**src/rtl/mspu_pkg.sv**
```systemverilog
// Shared types for the memory-access stage: FSM states, access-size encodings
// and the alignment rule used by the lane steering logic.
package mspu_pkg;

    typedef enum logic [1:0] {
        StIdle,
        StReq,
        StResp
    } mem_state_e;

    typedef enum logic [1:0] {
        SZ_BYTE    = 2'd0,
        SZ_HALF    = 2'd1,
        SZ_WORD    = 2'd2,
        SZ_ILLEGAL = 2'd3
    } mem_size_e;

    localparam int unsigned TmoW = 8;

    // The illegal size encoding is treated as a misaligned access so it never reaches the bus.
    function automatic logic is_misaligned(input mem_size_e size, input logic [1:0] off);
        logic mis;
        case (size)
            SZ_BYTE: mis = 1'b0;
            SZ_HALF: mis = off[0];
            SZ_WORD: mis = (off != 2'b00);
            default: mis = 1'b1;
        endcase
        return mis;
    endfunction

endpackage

```
**src/rtl/lsu_align.sv**
```systemverilog
// Combinational lane steering for stores and shift/extension for loads.
module lsu_align
    import mspu_pkg::*;
(
    input  mem_size_e   st_size,
    input  logic [1:0]  st_off,
    input  logic [31:0] st_wdata,
    output logic [3:0]  st_be,
    output logic [31:0] st_lanes,
    output logic        st_misaligned,
    input  mem_size_e   ld_size,
    input  logic [1:0]  ld_off,
    input  logic        ld_unsigned,
    input  logic [31:0] ld_rdata,
    output logic [31:0] ld_data
);

    logic [31:0] ld_shift;

    always_comb begin
        st_be    = 4'b0000;
        st_lanes = st_wdata;
        unique case (st_size)
            SZ_BYTE: begin
                st_be    = 4'b0001 << st_off;
                st_lanes = {4{st_wdata[7:0]}};
            end
            SZ_HALF: begin
                st_be    = 4'b0011 << st_off;
                st_lanes = {2{st_wdata[15:0]}};
            end
            SZ_WORD: begin
                st_be    = 4'b1111;
                st_lanes = st_wdata;
            end
            default: begin
                st_be    = 4'b0000;
                st_lanes = st_wdata;
            end
        endcase
        st_misaligned = is_misaligned(st_size, st_off);
    end

    always_comb begin
        ld_shift = ld_rdata >> {ld_off, 3'b000};
        unique case (ld_size)
            SZ_BYTE: ld_data = {{24{~ld_unsigned & ld_shift[7]}}, ld_shift[7:0]};
            SZ_HALF: ld_data = {{16{~ld_unsigned & ld_shift[15]}}, ld_shift[15:0]};
            default: ld_data = ld_shift;
        endcase
    end

endmodule

```
**src/rtl/mem_access.sv**
```systemverilog
// Memory-access pipeline stage: issues one data-memory transaction at a time,
// stalls execute while busy, and produces the writeback strobe and error pulses.
module mem_access
    import mspu_pkg::*;
#(
    parameter int unsigned TIMEOUT = 15
) (
    input  logic        clk,
    input  logic        reset_n,
    input  logic        run_in,
    input  logic        mem_to_reg_in,
    input  logic        we_in,
    input  logic        re_in,
    input  logic        reg_we_in,
    input  logic [1:0]  bytes_in,
    input  logic        unsigned_in,
    input  logic [31:0] alu_result_in,
    input  logic [31:0] wdata_in,
    input  logic [4:0]  rd_in,
    output logic        stall,
    output logic        dm_req,
    output logic        dm_we,
    output logic [31:0] dm_addr,
    output logic [31:0] dm_wdata,
    output logic [3:0]  dm_be,
    input  logic        dm_ack,
    input  logic [31:0] dm_rdata,
    output logic        wb_valid,
    output logic [4:0]  wb_rd,
    output logic [31:0] wb_data,
    output logic        misalign_err,
    output logic        bus_err
);

    localparam logic [TmoW-1:0] TmoLast = TmoW'(TIMEOUT - 1);

    mem_state_e      state_q, state_d;
    logic [TmoW-1:0] tmo_q, tmo_d;

    logic        dm_req_q, dm_req_d;
    logic        dm_we_q, dm_we_d;
    logic [31:0] dm_addr_q, dm_addr_d;
    logic [31:0] dm_wdata_q, dm_wdata_d;
    logic [3:0]  dm_be_q, dm_be_d;
    logic        wb_valid_q, wb_valid_d;
    logic [4:0]  wb_rd_q, wb_rd_d;
    logic [31:0] wb_data_q, wb_data_d;
    logic        misalign_q, misalign_d;
    logic        bus_err_q, bus_err_d;

    // Context of the in-flight access, needed when the response arrives.
    logic        op_load_q, op_load_d;
    logic        op_reg_we_q, op_reg_we_d;
    logic [4:0]  op_rd_q, op_rd_d;
    mem_size_e   op_size_q, op_size_d;
    logic        op_unsigned_q, op_unsigned_d;
    logic [1:0]  op_off_q, op_off_d;

    mem_size_e   in_size;
    logic [3:0]  st_be;
    logic [31:0] st_lanes;
    logic        st_misaligned;
    logic [31:0] ld_data;
    logic        is_mem_op;
    logic        unused_in;

    assign in_size   = mem_size_e'(bytes_in);
    assign is_mem_op = we_in | re_in;
    // Register-file source selection happens downstream; the bit is carried for interface parity.
    assign unused_in = mem_to_reg_in;

    lsu_align u_lsu_align (
        .st_size       (in_size),
        .st_off        (alu_result_in[1:0]),
        .st_wdata      (wdata_in),
        .st_be         (st_be),
        .st_lanes      (st_lanes),
        .st_misaligned (st_misaligned),
        .ld_size       (op_size_q),
        .ld_off        (op_off_q),
        .ld_unsigned   (op_unsigned_q),
        .ld_rdata      (dm_rdata),
        .ld_data       (ld_data)
    );

    always_comb begin
        state_d       = state_q;
        tmo_d         = tmo_q;
        dm_req_d      = dm_req_q;
        dm_we_d       = dm_we_q;
        dm_addr_d     = dm_addr_q;
        dm_wdata_d    = dm_wdata_q;
        dm_be_d       = dm_be_q;
        wb_valid_d    = 1'b0;
        wb_rd_d       = wb_rd_q;
        wb_data_d     = wb_data_q;
        misalign_d    = 1'b0;
        bus_err_d     = 1'b0;
        op_load_d     = op_load_q;
        op_reg_we_d   = op_reg_we_q;
        op_rd_d       = op_rd_q;
        op_size_d     = op_size_q;
        op_unsigned_d = op_unsigned_q;
        op_off_d      = op_off_q;

        unique case (state_q)
            StIdle: begin
                if (run_in) begin
                    if (!is_mem_op) begin
                        wb_valid_d = reg_we_in;
                        wb_rd_d    = rd_in;
                        wb_data_d  = alu_result_in;
                    end else if (st_misaligned) begin
                        misalign_d = 1'b1;
                    end else begin
                        state_d       = StReq;
                        tmo_d         = '0;
                        dm_req_d      = 1'b1;
                        dm_we_d       = we_in;
                        dm_addr_d     = {alu_result_in[31:2], 2'b00};
                        dm_be_d       = st_be;
                        dm_wdata_d    = st_lanes;
                        op_load_d     = ~we_in;
                        op_reg_we_d   = reg_we_in;
                        op_rd_d       = rd_in;
                        op_size_d     = in_size;
                        op_unsigned_d = unsigned_in;
                        op_off_d      = alu_result_in[1:0];
                    end
                end
            end
            StReq: begin
                if (dm_ack) begin
                    state_d  = StResp;
                    tmo_d    = '0;
                    dm_req_d = 1'b0;
                    dm_we_d  = 1'b0;
                    if (op_load_q) begin
                        wb_valid_d = op_reg_we_q;
                        wb_rd_d    = op_rd_q;
                        wb_data_d  = ld_data;
                    end
                end else if (tmo_q == TmoLast) begin
                    state_d   = StIdle;
                    tmo_d     = '0;
                    dm_req_d  = 1'b0;
                    dm_we_d   = 1'b0;
                    bus_err_d = 1'b1;
                end else begin
                    tmo_d = tmo_q + 1'b1;
                end
            end
            StResp: begin
                state_d = StIdle;
            end
            default: begin
                state_d = StIdle;
            end
        endcase
    end

    always_ff @(posedge clk or negedge reset_n) begin
        if (!reset_n) begin
            state_q       <= StIdle;
            tmo_q         <= '0;
            dm_req_q      <= 1'b0;
            dm_we_q       <= 1'b0;
            dm_addr_q     <= '0;
            dm_wdata_q    <= '0;
            dm_be_q       <= '0;
            wb_valid_q    <= 1'b0;
            wb_rd_q       <= '0;
            wb_data_q     <= '0;
            misalign_q    <= 1'b0;
            bus_err_q     <= 1'b0;
            op_load_q     <= 1'b0;
            op_reg_we_q   <= 1'b0;
            op_rd_q       <= '0;
            op_size_q     <= SZ_BYTE;
            op_unsigned_q <= 1'b0;
            op_off_q      <= '0;
        end else begin
            state_q       <= state_d;
            tmo_q         <= tmo_d;
            dm_req_q      <= dm_req_d;
            dm_we_q       <= dm_we_d;
            dm_addr_q     <= dm_addr_d;
            dm_wdata_q    <= dm_wdata_d;
            dm_be_q       <= dm_be_d;
            wb_valid_q    <= wb_valid_d;
            wb_rd_q       <= wb_rd_d;
            wb_data_q     <= wb_data_d;
            misalign_q    <= misalign_d;
            bus_err_q     <= bus_err_d;
            op_load_q     <= op_load_d;
            op_reg_we_q   <= op_reg_we_d;
            op_rd_q       <= op_rd_d;
            op_size_q     <= op_size_d;
            op_unsigned_q <= op_unsigned_d;
            op_off_q      <= op_off_d;
        end
    end

    assign stall        = (state_q != StIdle);
    assign dm_req       = dm_req_q;
    assign dm_we        = dm_we_q;
    assign dm_addr      = dm_addr_q;
    assign dm_wdata     = dm_wdata_q;
    assign dm_be        = dm_be_q;
    assign wb_valid     = wb_valid_q;
    assign wb_rd        = wb_rd_q;
    assign wb_data      = wb_data_q;
    assign misalign_err = misalign_q;
    assign bus_err      = bus_err_q;

endmodule

```
**config.mk**
```make
export PLATFORM = sky130hd
export DESIGN_NAME = mem_access
export DESIGN_NICKNAME = d
export VERILOG_FILES = /design/src/rtl/mspu_pkg.sv /design/src/rtl/lsu_align.sv /design/src/rtl/mem_access.sv
export SDC_FILE = /design/constraint.sdc
export NUM_CORES = 1
export LEC_CHECK = 0
export ABC_AREA = 1
export CORE_ASPECT_RATIO = 1.1
export CORE_MARGIN = 8
export CORE_UTILIZATION = 48
export CTS_BUF_LIST = sky130_fd_sc_hd__clkbuf_2 sky130_fd_sc_hd__clkbuf_4 sky130_fd_sc_hd__clkbuf_8
export CTS_CLUSTER_SIZE = 25
export DETAILED_ROUTE_END_ITERATION = 10
export PLACE_DENSITY = 0.84
export SYNTH_ARGS = -nofsm -noshare
export SYNTH_HDL_FRONTEND = slang
export SYNTH_SLANG_ARGS = --single-unit
export TNS_END_PERCENT = 50
```
**constraint.sdc**
```tcl
create_clock -name clk -period 1.75 [get_ports clk]
set_input_delay 0.175 -clock clk [delete_from_list [all_inputs] [get_ports clk]]
set_output_delay 0.175 -clock clk [all_outputs]
set_load 0.02 [all_outputs]
```
==> out/results.txt <==
post-route minimum period -> 1.69 ns
P per Cell Area -> 1410 nW/µm²
clock net sink count -> 130
Overflow after GRT -> 0
post-synth top area share -> 49.0%
register bit total from synthesis -> 130
I/O pin count -> 223
peak supply drop -> 0.701 mV
port buffer count -> 219
H-tree Lvls -> 4
Crit path buffers/inverters -> 1
R2R depth -> 8
async set-reset flop share out of synthesis -> 100%
Hold WC Path Type -> input pin to asynchronous set/reset pin
R2R Path Start -> state_q[1]
drt first pass iters -> 5
gr usage total -> 24.3%
nets@finish -> 1,222
final setup skew -> 0.00899 ns
Rows -> 45
Starting Density -> 48.6%
synthesized netlist cell count -> 883
Max Cap Violations -> 0
most frequent cell after synthesis -> nand2_1
Routed WL -> 21,600 µm
library cells used by synthesis -> 32
CP required -> 1.57 ns
drt wl/cell -> 16.5 µm
status -> completed
prevailing post-synth register cell -> dfrtp_1
top sig layer -> met4
Finish-stage setup viols -> 0
RSZ-0062 raised after global routing -> false
ANT nets after route -> 0
Max Fanout on Critical Path -> 2
leak pwr -> 4.69 nW
Synth area leader -> dfrtp_1
Post-synth EDFFs -> 0
CP cell instances -> clkdlybuf4s50_1
Synth Cell Area -> 6640 µm²
top cells by instance count after synthesis -> 400 x nand2_1, 130 x dfrtp_1, 65 x nor2_1
CTS root buf -> clkbuf_8
CTS tree -> built
hold slack -> 0.219 ns
area grow syn2layout -> 44.9%
CP delay by family, top -> buffers and inverters
YS warnings -> 0
slowest CP cell -> clkdlybuf4s50_1
Post-route DRC -> 0
Crit path largest cell delay -> 0.66 ns
Post-CTS Setup Inserts -> 0
vias per std cell -> 5.12
Worst-Margin Slew -> 0.577 ns
critical path data arrival time -> 1.51 ns
CP Class -> flop to output port
final hold vios -> 0
chip width -> 128 µm
CTS max path bufs -> 2
Setup crit end kind -> output port
n_diodes -> 0
antenna violations before repair -> 0
met3 routed WL -> 2030 µm
clock slew at reported path FFs -> 0.08 ns
highest clock rate -> 592 MHz
WP depth -> 1
Worst Setup SP -> wb_data[1]
Clk Latency, worst-skew pair -> 0.45 ns
slew margin rel. -> 61.5%
core area -> 13,700 µm²
die height -> 139 µm
Synth Area per Inst -> 7.52 µm²
Final Slew Violations -> 0
vias -> 6,699
reg-to-reg slack, setup -> 0.22 ns
Detailed Route Iter0 Violations -> 667
design area -> 9630 µm²
hpwl dp -> 16,100 µm
Final Cycle Share -> 96.5%
area of placed instances -> 9140 µm²
share of cells above drive strength 1 -> 8.83%
vias in the first global route -> 6,510
first-pass GRT wire length -> 33,900 µm
wire length on met1 -> 8810 µm
clock buffer count from CTS -> 17
largest net degree at the start of global routing -> 63
routability cong. -> 0.902
ranking of synthesized cells by area -> dfrtp_1 49%, nand2_1 23%, nand3_1 4.1%
routed wl met2 -> 10,000 µm
startpoint class of the critical path -> flop
Total Power -> 13.6 mW
post-synthesis sequential area ratio -> 49.0%
full die area -> 17,900 µm²
==> final timing paths <==
path | to
min | dm_addr[4]
max reg2reg | wb_data[15]
min reg2reg | wb_data[23]
max in group asynchronous | tmo_q[6]
max | wb_data[1]
min in group clk | dm_addr[7]
==> area by class of cell <==
class | instances | area, µm²
clock buffers | 22 | 297
clock inverters | 10 | 178
fillers | 1090 | 4060
inverters | 34 | 130
multi-input cells | 670 | 2970
flip-flops and latches | 130 | 3250
well taps | 188 | 235
repair buffers | 255 | 2560
==> where the power goes <==
| group | total (mW) | switching, mW | internal, mW |
|---|---|---|---|
| clock | 3.05 | 1.20 | 1.86 |
| combinational | 5.95 | 3.31 | 2.64 |
| sequential | 4.57 | 0.577 | 3.99 |
==> layout by cell type, fill, tap and decap left out, drive strengths merged, types with 13 or more instances in the layout <==
cell	count
o211ai	13
nand2	405
buf	36
clkbuf	22
nand3	56
inv	34
dfrtp	130
a21oi	33
clkdlybuf4s50	217
nor2	77
o21ai	44
==> kinds of logic after synthesis <==
| family | after synthesis | share of synthesized area [%] |
|---|---|---|
| AOI/OAI and AO/OA | 109 | 9.44 |
| adders and majority gates | 2 | 0.377 |
| DFF | 130 | 49.0 |
| buffers and inverters | 84 | 6.44 |
| xor gates and xnor gates | 3 | 0.396 |
| and+or+nand+nor | 554 | 34.3 |
| other | 1 | 0.0565 |
==> layer usage <==
metal,vias to the layer above,global-route usage (%)
met2,307,38.4
met5,-,0
met4,0,10.8
met3,49,7.72
li1,3271,-
met1,3072,29.7
==> metrics by stage <==
| step | std cells | util, % | setup TNS [ns] | setup WS (ns) |
|---|---|---|---|---|
| final | 1309 | 70.4 | 0 | 0.0608 |
| after global routing | 1309 | 70.4 | 0 | 0.0271 |
| after CTS | 1309 | 70.3 | 0 | 0.0320 |
| after detailed placement | 1276 | 66.8 | -0.0339 | -0.0249 |
| after global placement | 1276 | 66.8 | 0 | 0.0168 |
| after floorplan | 884 | - | 0 | 0.368 |
==> flip-flops by register name, summed over array words and instances, names as in the netlist <==
| name | flops |
|---|---|
| dm_wdata | 32 |
| wb_data | 32 |
| dm_addr | 30 |
| tmo_q | 8 |
| op_rd_q | 5 |
| wb_rd | 5 |
| dm_be | 4 |
| op_off_q | 2 |
| op_size_q | 2 |
| state_q | 2 |
| bus_err | 1 |
| dm_req | 1 |
| dm_we | 1 |
| misalign_err | 1 |
| op_load_q | 1 |
| op_reg_we_q | 1 |
| op_unsigned_q | 1 |
| wb_valid | 1 |
==> what timing repair did <==
action | 4_1_cts | 5_1_grt
hold endpoints to repair | 75 | 0
pin swaps | 0 | 0
gates cloned | 0 | 0
resized for setup | 1 | 1
setup endpoints to repair | 1 | 12
hold buffers | 1 | 0
No activity file was read; power rests on OpenSTA's default activity.
